## config.mk

```make
export PLATFORM = sky130hd
export DESIGN_NAME = saturn_nibble_decoder
export DESIGN_NICKNAME = d
export VERILOG_FILES = /design/src/rtl/saturn_nibble_decoder.sv
export SDC_FILE = /design/constraint.sdc
export NUM_CORES = 1
export LEC_CHECK = 0
export ABC_AREA = 0
export CORE_UTILIZATION = 45
export CTS_BUF_LIST = sky130_fd_sc_hd__clkbuf_2
export DETAILED_ROUTE_END_ITERATION = 10
export DONT_BUFFER_PORTS = 1
export SYNTH_ARGS = -nofsm -noshare
export SYNTH_HDL_FRONTEND = slang
export SYNTH_SLANG_ARGS = --single-unit
export TNS_END_PERCENT = 100
```

## constraint.sdc

```tcl
create_clock -name i_clk -period 3.9 [get_ports i_clk]
set_input_delay 0.39 -clock i_clk [delete_from_list [all_inputs] [get_ports i_clk]]
set_output_delay 0.39 -clock i_clk [all_outputs]
set_load 0.01 [all_outputs]
```

## src/rtl/saturn_nibble_decoder.sv

```systemverilog
// Saturn instruction decoder: collects the fetched nibble stream, resolves
// each instruction's length from its leading nibbles and presents complete
// instructions to the execute stage over a valid/ready handshake.
module saturn_nibble_decoder #(
  parameter int MAX_NIBBLES = 21,
  parameter int LEN_W       = 5
) (
  input  logic                     i_clk,
  input  logic                     i_reset,
  input  logic [3:0]               i_phases,
  input  logic                     i_debug_cycle,
  input  logic                     i_bus_busy,
  input  logic [3:0]               i_nibble,
  input  logic                     i_flush,
  input  logic                     i_ins_ready,
  output logic                     o_ins_valid,
  output logic [4*MAX_NIBBLES-1:0] o_ins_nibbles,
  output logic [LEN_W-1:0]         o_ins_len,
  output logic [3:0]               o_ins_class,
  output logic                     o_stall,
  output logic                     o_error
);

  typedef enum logic [1:0] {
    IDLE    = 2'd0,
    COLLECT = 2'd1,
    DONE    = 2'd2
  } state_t;

  state_t                   state_q, state_d;
  logic [4*MAX_NIBBLES-1:0] buf_q, buf_d;
  logic [LEN_W-1:0]         cnt_q, cnt_d;
  // Zero means "not yet resolved"; every real length is at least 2.
  logic [LEN_W-1:0]         len_q, len_d;
  logic [3:0]               class_q, class_d;
  logic                     stall_q, stall_d;
  logic                     err_q, err_d;

  logic                     acc;
  logic                     needs_n1;
  logic [5:0]               len0;
  logic [5:0]               len1;
  logic [LEN_W-1:0]         cur_len;
  logic                     unused_phases;

  // Instruction length from the first two nibbles (n1 ignored unless 3x/8x).
  function automatic logic [5:0] decode_len(input logic [3:0] n0, input logic [3:0] n1);
    logic [5:0] l;
    case (n0)
      4'h0, 4'h2: l = 6'd2;
      4'h3:       l = 6'd3 + {2'b00, n1};
      4'h6, 4'h7: l = 6'd4;
      4'h8: begin
        case (n1)
          4'hC, 4'hE: l = 6'd6;
          4'hD, 4'hF: l = 6'd7;
          default:    l = 6'd3;
        endcase
      end
      4'h9:       l = 6'd5;
      default:    l = 6'd3;
    endcase
    return l;
  endfunction

  assign unused_phases = ^{i_phases[3], i_phases[1:0]};

  assign acc = i_phases[2] & ~i_debug_cycle & ~i_bus_busy & (state_q != DONE) & ~i_flush;

  assign needs_n1 = (i_nibble == 4'h3) || (i_nibble == 4'h8);
  assign len0     = decode_len(i_nibble, 4'h0);
  assign len1     = decode_len(buf_q[3:0], i_nibble);
  assign cur_len  = (len_q == '0) ? LEN_W'(len1) : len_q;

  // Next-state and datapath update: flush first, then per-state behaviour.
  always_comb begin
    state_d = state_q;
    buf_d   = buf_q;
    cnt_d   = cnt_q;
    len_d   = len_q;
    class_d = class_q;
    err_d   = 1'b0;

    if (i_flush) begin
      state_d = IDLE;
      buf_d   = '0;
      cnt_d   = '0;
      len_d   = '0;
      class_d = '0;
    end else begin
      case (state_q)
        IDLE: begin
          if (acc) begin
            buf_d      = '0;
            buf_d[3:0] = i_nibble;
            cnt_d      = LEN_W'(1);
            class_d    = i_nibble;
            state_d    = COLLECT;
            if (!needs_n1) begin
              if (int'(len0) > MAX_NIBBLES) begin
                err_d   = 1'b1;
                state_d = IDLE;
                buf_d   = '0;
                cnt_d   = '0;
                class_d = '0;
              end else begin
                len_d = LEN_W'(len0);
              end
            end
          end
        end
        COLLECT: begin
          if (acc) begin
            if ((len_q == '0) && (int'(len1) > MAX_NIBBLES)) begin
              err_d   = 1'b1;
              state_d = IDLE;
              buf_d   = '0;
              cnt_d   = '0;
              len_d   = '0;
              class_d = '0;
            end else begin
              for (int unsigned k = 0; k < MAX_NIBBLES; k++) begin
                if (cnt_q == LEN_W'(k)) buf_d[4*k +: 4] = i_nibble;
              end
              cnt_d = cnt_q + LEN_W'(1);
              len_d = cur_len;
              if (cnt_q + LEN_W'(1) == cur_len) state_d = DONE;
            end
          end
        end
        DONE: begin
          if (i_ins_ready) begin
            state_d = IDLE;
            buf_d   = '0;
            cnt_d   = '0;
            len_d   = '0;
            class_d = '0;
          end
        end
        default: begin
          state_d = IDLE;
          buf_d   = '0;
          cnt_d   = '0;
          len_d   = '0;
          class_d = '0;
        end
      endcase
    end

    stall_d = (state_d == DONE);
  end

  // State and datapath registers with asynchronous active-low reset.
  always_ff @(posedge i_clk or negedge i_reset) begin
    if (!i_reset) begin
      state_q <= IDLE;
      buf_q   <= '0;
      cnt_q   <= '0;
      len_q   <= '0;
      class_q <= '0;
      stall_q <= 1'b0;
      err_q   <= 1'b0;
    end else begin
      state_q <= state_d;
      buf_q   <= buf_d;
      cnt_q   <= cnt_d;
      len_q   <= len_d;
      class_q <= class_d;
      stall_q <= stall_d;
      err_q   <= err_d;
    end
  end

  assign o_ins_valid   = (state_q == DONE);
  assign o_ins_nibbles = buf_q;
  assign o_ins_len     = len_q;
  assign o_ins_class   = class_q;
  assign o_stall       = stall_q;
  assign o_error       = err_q;

endmodule

```

==> flow_summary.toml <==
[grt]
grt_max_degree = 103
grt_pass1_wl_um = 20400
grt_pass1_vias = 3656
antenna_found_initial = 0
globalRouteTotalUtil = 0.239
grt.overflow.total = 0

[pwr]
ir_drop_mv = 0.169
switching_share = 0.355
intPower_mw = 1.33
clockPowerShare = 0.229
p_leak_nw = 2.17
switchingPower_mw = 0.733
p_seq_frac = 0.572
p_per_area_mw_per_mm2 = 407
comb_power_share = 0.199

[sta]
final.min_clock_period_ps = 2830
finalMaxSlewViolations = 0
slew-limit-headroom = 0.488
fin_tns_setup_ps = 0
fin_crit_sh = 0.725
rsz0062_at_grt = "no"
fmax_mhz = 354
hold_viol = 0
setup_viol = 0
worst-slew-pin-transition_ps = 766
finClkSkew_ps = 25.5

[status]
outcome = "complete, no violations"

[worst_setup_path]
critical_path_arrival_ps = 3360
r2r_start = "cnt_q[0]"
worstRegToRegCells = 8
required_ps = 4430
critPathCaptureType = "register"
crit_path_end = "state_q[1]"
rrSetupSlack_ps = 1070
r2r-end = "state_q[1]"
critPathLaunchType = "register"
startpoint = "cnt_q[0]"
critPathMaxFanout = 8
crit_type = "register to register"

[synthesis]
postSynthAreaPerCell_um2 = 9.97
syn_area_mm2 = 0.00476
synth.most_common_cell = "dfrtp_1"
synth_edf_count = 0
ys_warn_count = 0
synth_top_cell_area_share = 0.537
yosysTopAreaCell = "dfrtp_1"
synth-seq-area-share = 0.537
synth-main-ff-cell = "dfrtp_1"
ys_types = 57
synth-seq-cells = 102
async_flop_share = 1.00
synth_cells = 477
synth_top_cells_by_count = "dfrtp_1, nand3_1, o21ai_0, nand2_1, nor2_1"
syn_nets = 501
synth_top_cells_by_area = "dfrtp_1, nand3_1, o21ai_0"

[layout]
nFillCells = 985
nets = 501
final_layout_size_suffix_gt1_frac = 0.0705
area_growth_pct = 6.55
n_antenna_cell = 0
final_util = 0.493

[route]
drt-initial-drc-count = 288
via_per_inst = 6.04
drt_pass1_iterations = 5
wl_per_cell_um = 20.3
postRouteAntennaNets = 0
dr_total_vias = 3731
detail_route.wirelength_um = 12500
drc = 0

[floorplan]
initial_core_util = 0.463
core-area_mm2 = 0.0103
dieWidth_um = 105
die_h_um = 105
io_pins = 110
fp-row-count = 37
dieArea_mm2 = 0.0110

[job]
drv_cap = 0

[placement]
io_buffers = 0
hpwl_um = 8490
place.gp.congestion = 0.892

[worst_hold_path]
min_path_type = "input pin to register"

[cts]
cts_tree = "built"
htree_levels = 3
cts_setup_buffers = 0
cts_root_buf = "clkbuf_2"
numCtsBuffers = 9
cts_max_path_buffers = 2
clk_latency_ps = 580
cts.sinks = 102
path_clk_slew_ps = 280
## cell usage in the layout, fill, tap and decap left out, drive strengths merged, types with 3 or more instances in the layout
master and instances:
dfrtp 102, o21ai 75, nand3 74, nand2 42, nor2 20, a32o 12
nor2b 10, ha 10, clkbuf 10, a21oi 8, a22o 8, dlygate4sd3 8
inv 8, buf 7, o22ai 6, nor3 6, nor4 5, o2bb2ai 5
and3 4, nand2b 4, a31oi 4, or3 3, xnor2 3, o21bai 3
clkinv 3
## through the flow
step	setup WS (ps)	cells	hold slack [ps]	instance area [µm²]	power, mW
2_1_floorplan	1400	477	94.4	4760	1.48
3_3_place_gp	1170	593	97.7	4860	1.57
3_5_place_dp	1150	593	97.0	4860	1.57
4_1_cts	1110	618	11.0	5070	2.07
5_1_grt	891	618	1.19	5070	2.18
6_report	1070	618	29.3	5070	2.06
## layout make-up
class	count	area, µm²	share of cell area
Clock buffer	10	50.0	0.00988
Clock inverter	6	53.8	0.0106
Inverter	6	22.5	0.00444
Multi-Input combinational cell	343	2070	0.408
Sequential cell	102	2550	0.504
Tap cell	136	170	0.0336
Timing Repair Buffer	15	153	0.0301
## power groups by stage
stage	combinational [mW]	clock [mW]	sequential (mW)
2_1_floorplan	0.330	0	1.15
3_3_place_gp	0.371	0	1.20
3_5_place_dp	0.371	0	1.20
4_1_cts	0.408	0.485	1.18
5_1_grt	0.459	0.530	1.19
6_report	0.411	0.471	1.18
## layer usage
metal  part of all wire  wire length [µm]  up-vias  track usage
met5                  0                 0        -            0
met4             0.0091               114        0       0.0614
met3              0.087              1090        9       0.0680
met2               0.45              5650      144        0.365
met1               0.45              5660     1822        0.334
li1                   -                 -     1756            -
## worst max-delay path, stage by stage, from the launching register on
cell and delay, ps:
dfrtp_1 550, ha_1 320, and3_1 220, ha_1 340
a22o_1 270, a2111oi_2 320, nand4_1 150, or4_1 460
o21ai_1 160
## kinds of logic (layout without fill, tap and decap cells)
logic type      Yosys count  in the layout  synth area share
simple gates            186            186             0.204
compound gates          142            142             0.194
flops                   102            102             0.537
buf+inv                  32             37            0.0295
fa+ha+maj                10             10            0.0263
xor+xnor                  4              4           0.00737
mux                       1              1           0.00210
## worst min-delay path by stage
| stage | startpoint | to | cells after the start |
|---|---|---|---|
| after detailed placement | i_reset | o_ins_nibbles[25] | 0 |
| after CTS | i_flush | o_ins_len[0] | 3 |
| after global placement | i_reset | o_ins_nibbles[49] | 0 |
| after global routing | i_flush | cnt_q[4] | 3 |
| final | i_flush | o_ins_len[0] | 3 |
| after floorplan | i_reset | cnt_q[0] | 0 |
## sequential cells by signal, indices dropped and copies added, names as in the netlist
name and cells:
o_stall 1, o_ins_nibbles 84, o_ins_class 4, state_q 2, cnt_q 5, o_ins_len 5, o_error 1
## repair_timing
item                      in CTS  in global routing
hold endpoints to repair     122                  0
gates resized for setup        0                  0
hold buffers                   9                  0
No activity file was read; power rests on OpenSTA's default activity.
==> variant 1 (config.mk and constraints unchanged) <==
The parameter `LEN_W` goes from 5 to 10.
--- a/src/rtl/saturn_nibble_decoder.sv
+++ b/src/rtl/saturn_nibble_decoder.sv
@@ -3,7 +3,7 @@
 // instructions to the execute stage over a valid/ready handshake.
 module saturn_nibble_decoder #(
   parameter int MAX_NIBBLES = 21,
-  parameter int LEN_W       = 5
+  parameter int LEN_W       = 10
 ) (
   input  logic                     i_clk,
   input  logic                     i_reset,
Interface: changed (resized o_ins_len); port bits go from 110 to 115. The function was not compared with the original's and may differ.
==> variant 1 against the original RTL <==
  * Area after synthesis up 15%
  * Sequential cell count increased by 10
  * Power grew 20%
  * Largest power group unchanged
  * Global-route usage is 2.5 points lower
  * Final area up 15%
  * Routed wire length up 3.1%
  * Critical path depth stayed put
  * The run now ends with DRC left
  * Worst setup slack worse by 0.29 ns
  * First-iteration DRC count shrank 5.2%
==> variant 1: results (changes against the original RTL) <==
<table>
<tr><th>Metric</th><th>Value</th></tr>
<tr><th colspan="2">Timing</th></tr>
<tr><td>Clock Skew</td><td>0.0274 ns (+0.00188 ns)</td></tr>
<tr><td>Transition time at the pin with the least slew margin</td><td>0.882 ns (+0.116 ns)</td></tr>
<tr><td>Share of the clock period used by the worst path</td><td>79.9% (+7.4 points)</td></tr>
<tr><th colspan="2">GRT</th></tr>
<tr><td>First-pass GRT wire length</td><td>20,800 um (+2.1%)</td></tr>
<tr><td>Met3 track demand over resource</td><td>7.13% (+0.33 points)</td></tr>
<tr><td>Met2 Resource Use GR</td><td>33.4% (-3.1 points)</td></tr>
<tr><td>Largest net degree at the start of global routing</td><td>113 (+9.7%)</td></tr>
<tr><td>Met1 global-route usage</td><td>28.6% (-4.8 points)</td></tr>
<tr><td>GR Util All Layers</td><td>21.4% (-2.5 points)</td></tr>
<tr><th colspan="2">Status</th></tr>
<tr><td>Outcome</td><td>finished with violations</td></tr>
<tr><td>Failing checks</td><td>DRC</td></tr>
<tr><th colspan="2">Yosys</th></tr>
<tr><td>Net count of the mapped netlist</td><td>500 (-0.20%)</td></tr>
<tr><td>Cells taking the most area after synthesis</td><td>sky130_fd_sc_hd__dfrtp_1 51%, sky130_fd_sc_hd__mux2_2 16%, sky130_fd_sc_hd__nand2_1 3.4%, sky130_fd_sc_hd__ha_1 2.1%, sky130_fd_sc_hd__o21ai_0 1.8%</td></tr>
<tr><th colspan="2">Final layout</th></tr>
<tr><td>Share of layout cells above drive strength 1</td><td>24.7% (+18 points)</td></tr>
<tr><th colspan="2">Detailed routing</th></tr>
<tr><td>Residual DRC</td><td>7 (+7)</td></tr>
<tr><td>WL/cell</td><td>20.7 um (+2.1%)</td></tr>
<tr><td>WL met2</td><td>6130 um (+8.4%)</td></tr>
<tr><td>Detail-routed via count per cell</td><td>5.97 (-1.1%)</td></tr>
<tr><th colspan="2">Power</th></tr>
<tr><td>Worst IR drop on VDD</td><td>203 uV (+20%)</td></tr>
<tr><td>Leak</td><td>2.71 nW (+25%)</td></tr>
<tr><th colspan="2">Critical path</th></tr>
<tr><td>End point of the critical path</td><td>o_ins_nibbles[36]$_DFFE_PN0P_</td></tr>
<tr><td>R2R setup slack</td><td>0.78 ns (-0.29 ns)</td></tr>
<tr><td>R2R Path End</td><td>o_ins_nibbles[36]$_DFFE_PN0P_</td></tr>
<tr><td>Source of the worst register-to-register timing path</td><td>o_ins_len[4]$_DFFE_PN0P_</td></tr>
<tr><th colspan="2">Clock network</th></tr>
<tr><td>Worst-Skew Late Latency</td><td>0.60 ns (+0.02 ns)</td></tr>
<tr><th colspan="2">Hold path</th></tr>
<tr><td>Capture endpoint of the worst hold path</td><td>o_ins_class[3]$_DFFE_PN0P_</td></tr>
<tr><th colspan="2">Placed design</th></tr>
<tr><td>GP Congestion</td><td>0.804 (-9.9%)</td></tr>
</table>
-- variant 1: layout make-up --
type	instances	area, um^2	share of cell area (%)
sequential	112	2800	48.0
timing repair buffer	16	165	2.83
multi-input combinational	329	2500	42.9
clock buffer	9	45.0	0.772
clock inverter	7	108	1.84
tap	143	179	3.07
inverter	8	30.0	0.515
-- variant 1: logic make-up after synthesis --
family / share of synthesized area, %
mux: 16.8
xor+xnor: 2.40
compound gates: 11.4
fa+ha+maj: 2.06
simple gates: 13.1
buf+inv: 2.95
flops: 51.3
-- variant 1: what timing repair did --
item	4_1_cts	5_1_grt
gates resized for setup	0	0
hold endpoints to repair	128	0
hold buffers	11	0
-- variant 1: where the power goes --
group	switching, mW	internal [mW]	total (mW)	leakage [nW]
Sequential	0.155	1.28	1.43	1.53
Clock	0.427	0.176	0.604	0.0873
Combinational	0.245	0.196	0.441	1.09
==> variant 2 (same flow settings) <==
Without the edit above. `buf_q` no longer has a reset.
--- a/src/rtl/saturn_nibble_decoder.sv
+++ b/src/rtl/saturn_nibble_decoder.sv
@@ -154,7 +154,6 @@
   always_ff @(posedge i_clk or negedge i_reset) begin
     if (!i_reset) begin
       state_q <= IDLE;
-      buf_q   <= '0;
       cnt_q   <= '0;
       len_q   <= '0;
       class_q <= '0;
@@ -162,13 +161,16 @@
       err_q   <= 1'b0;
     end else begin
       state_q <= state_d;
-      buf_q   <= buf_d;
       cnt_q   <= cnt_d;
       len_q   <= len_d;
       class_q <= class_d;
       stall_q <= stall_d;
       err_q   <= err_d;
     end
+  end
+
+  always_ff @(posedge i_clk) begin
+    buf_q <= buf_d;
   end
 
   assign o_ins_valid   = (state_q == DONE);
Check against the original RTL: not settled (the Yosys comparison gave no result); the edit may change what the design does.
==> variant 2 against the original RTL <==
  * Sequential cell count did not move
  * Sequential share of layout area fell by 6.2 points
  * First-iteration DRC count fell by 5.2%
  * Via count rose by 1.9%
  * Final area fell by 4.7%
  * Area after synthesis fell by 4.2%
  * Worst setup slack got worse by 0.030 ns
  * Routed wire length fell by 1.1%
  * Critical path type unchanged
Power is not compared: it rests on default switching activity, and its combinational part moved more than twofold at a synthesized area within 25%.
==> variant 2: results (changes against the original RTL) <==
<table>
<tr><th>Metric</th><th>Value</th></tr>
<tr><th colspan="2">Timing</th></tr>
<tr><td>Worst-case headroom to the max-slew limit</td><td>34.9% (-14 points)</td></tr>
<tr><td>Post-layout minimum cycle time</td><td>2.86 ns (+0.0300 ns)</td></tr>
<tr><td>Clock Skew</td><td>0.0355 ns (+0.00992 ns)</td></tr>
<tr><th colspan="2">Detailed routing</th></tr>
<tr><td>Total via count in the routed design</td><td>3,803 (+1.9%)</td></tr>
<tr><td>Iteration-0 DRC Markers</td><td>273 (-5.2%)</td></tr>
<tr><td>WL/cell</td><td>19.4 um (-4.1%)</td></tr>
<tr><th colspan="2">Final layout</th></tr>
<tr><td>Final net count</td><td>522 (+4.2%)</td></tr>
<tr><td>Share of layout cells above drive strength 1</td><td>5.95% (-1.1 points)</td></tr>
<tr><td>Post-route non-filler standard cell count</td><td>637 (+3.1%)</td></tr>
<tr><th colspan="2">Yosys</th></tr>
<tr><td>Compound-gate portion of the synthesized area</td><td>24.9% (+5.6 points)</td></tr>
<tr><td>Adder-cell share of the synthesized area</td><td>2.47% (-0.16 points)</td></tr>
<tr><td>Most used standard cells in the synthesized netlist</td><td>109 x sky130_fd_sc_hd__nor2_1, 84 x sky130_fd_sc_hd__dfxtp_1, 79 x sky130_fd_sc_hd__a22oi_1, 23 x sky130_fd_sc_hd__o21ai_1, 19 x sky130_fd_sc_hd__a21oi_1</td></tr>
<tr><td>Netlist cell types</td><td>54 (-5.3%)</td></tr>
<tr><td>Cells taking the most area after synthesis</td><td>sky130_fd_sc_hd__dfxtp_1 37%, sky130_fd_sc_hd__a22oi_1 13%, sky130_fd_sc_hd__dfrtp_1 9.9%, sky130_fd_sc_hd__nor2_1 9.0%, sky130_fd_sc_hd__o21ai_1 2.5%</td></tr>
<tr><td>Share of synthesized registers carrying an async set or reset</td><td>17.6% (-82 points)</td></tr>
<tr><td>Post-Syn Instances</td><td>506 (+6.1%)</td></tr>
<tr><th colspan="2">Placed design</th></tr>
<tr><td>Number of cells after detailed placement</td><td>614 (+3.5%)</td></tr>
<tr><td>Detailed placement HPWL</td><td>7990 um (-5.9%)</td></tr>
<tr><td>Area after detailed placement</td><td>0.00458 mm^2 (-5.7%)</td></tr>
<tr><th colspan="2">GRT</th></tr>
<tr><td>First-pass GRT wire length</td><td>19,600 um (-3.6%)</td></tr>
<tr><td>Largest net degree at the start of global routing</td><td>98 (-4.9%)</td></tr>
<tr><td>Number of global-route vias before repair</td><td>3,616 (-1.1%)</td></tr>
<tr><td>GR Util All Layers</td><td>24.5% (+0.63 points)</td></tr>
<tr><th colspan="2">Status</th></tr>
<tr><td>Outcome</td><td>finished, final reports clean</td></tr>
<tr><th colspan="2">Critical path</th></tr>
<tr><td>R2R setup slack</td><td>1.04 ns (-0.03 ns)</td></tr>
<tr><td>Highest net fanout along the worst path</td><td>19 (+11)</td></tr>
</table>
-- variant 2: cell count changes after synthesis, moves of 11 or more --
cell,before,now
sky130_fd_sc_hd__nor2_1,18,109
sky130_fd_sc_hd__dfrtp_1,102,18
sky130_fd_sc_hd__dfxtp_1,0,84
sky130_fd_sc_hd__a22oi_1,0,79
sky130_fd_sc_hd__nand3_1,74,4
sky130_fd_sc_hd__o21ai_0,71,7
sky130_fd_sc_hd__nand2_1,42,16
sky130_fd_sc_hd__o21ai_1,3,23
sky130_fd_sc_hd__a21oi_1,8,19
sky130_fd_sc_hd__a32o_1,12,1
-- variant 2: repair_timing --
| item | in CTS | in global routing |
|---|---|---|
| hold buffers | 7 | 0 |
| setup buffers | 0 | 0 |
| endpoints found under the setup margin | 0 | 0 |
| endpoints found under the hold margin | 119 | 0 |
-- variant 2: path summary, 6_finish.rpt --
check,from,end,cells past startpoint
min in group asynchronous,i_reset,cnt_q[0]$_DFFE_PN0P_,1
setup reg to reg,state_q[0]$_DFF_PN0_,o_ins_nibbles[9]$_SDFFE_PP0P_,8
hold / removal,i_nibble[3],o_ins_class[3]$_DFFE_PN0P_,4
setup / recovery,state_q[0]$_DFF_PN0_,o_ins_nibbles[9]$_SDFFE_PP0P_,8
max in group asynchronous,i_reset,o_stall$_DFF_PN0_,1
hold reg to reg,o_ins_nibbles[15]$_SDFFE_PP0P_,o_ins_nibbles[15]$_SDFFE_PP0P_,2
-- variant 2: worst max-delay path, stage by stage (launching register included) --
cell and delay (ns):
sky130_fd_sc_hd__dfrtp_1 0.65, sky130_fd_sc_hd__nand2b_1 0.23, sky130_fd_sc_hd__inv_1 0.12, sky130_fd_sc_hd__or3_1 0.42, sky130_fd_sc_hd__a21oi_2 0.60, sky130_fd_sc_hd__and3_1 0.27
sky130_fd_sc_hd__buf_4 0.28, sky130_fd_sc_hd__a22oi_1 0.14, sky130_fd_sc_hd__nor2_1 0.11
-- variant 2: metal layers --
metal	share of wire (%)	routed length [um]	vias up	global-route usage (%)
met5	0	0	-	0
li1	-	-	1835	-
met2	45	5570	143	36.8
met1	44	5490	1810	33.5
met3	9.3	1160	15	8.61
met4	1.4	175	0	6.48
-- variant 2: logic make-up (layout without fill, tap and decap cells) --
family | count (synthesis) | in the layout
buffers and inverters | 42 | 40
XOR/XNOR | 7 | 7
AND/OR/NAND/NOR | 185 | 185
adder cells (fa/ha/maj) | 9 | 9
flip-flops | 102 | 102
AO/OA/AOI/OAI | 159 | 159
multiplexers | 2 | 2
-- variant 2: cell type report --
cell class / count / area, um^2
Fill cell: 963 / 4940
Inverter: 11 / 41.3
Clock buffer: 9 / 45.0
Timing Repair Buffer: 13 / 133
Clock inverter: 7 / 120
Sequential cell: 102 / 2130
Multi-Input combinational cell: 362 / 2190
Tap cell: 133 / 166
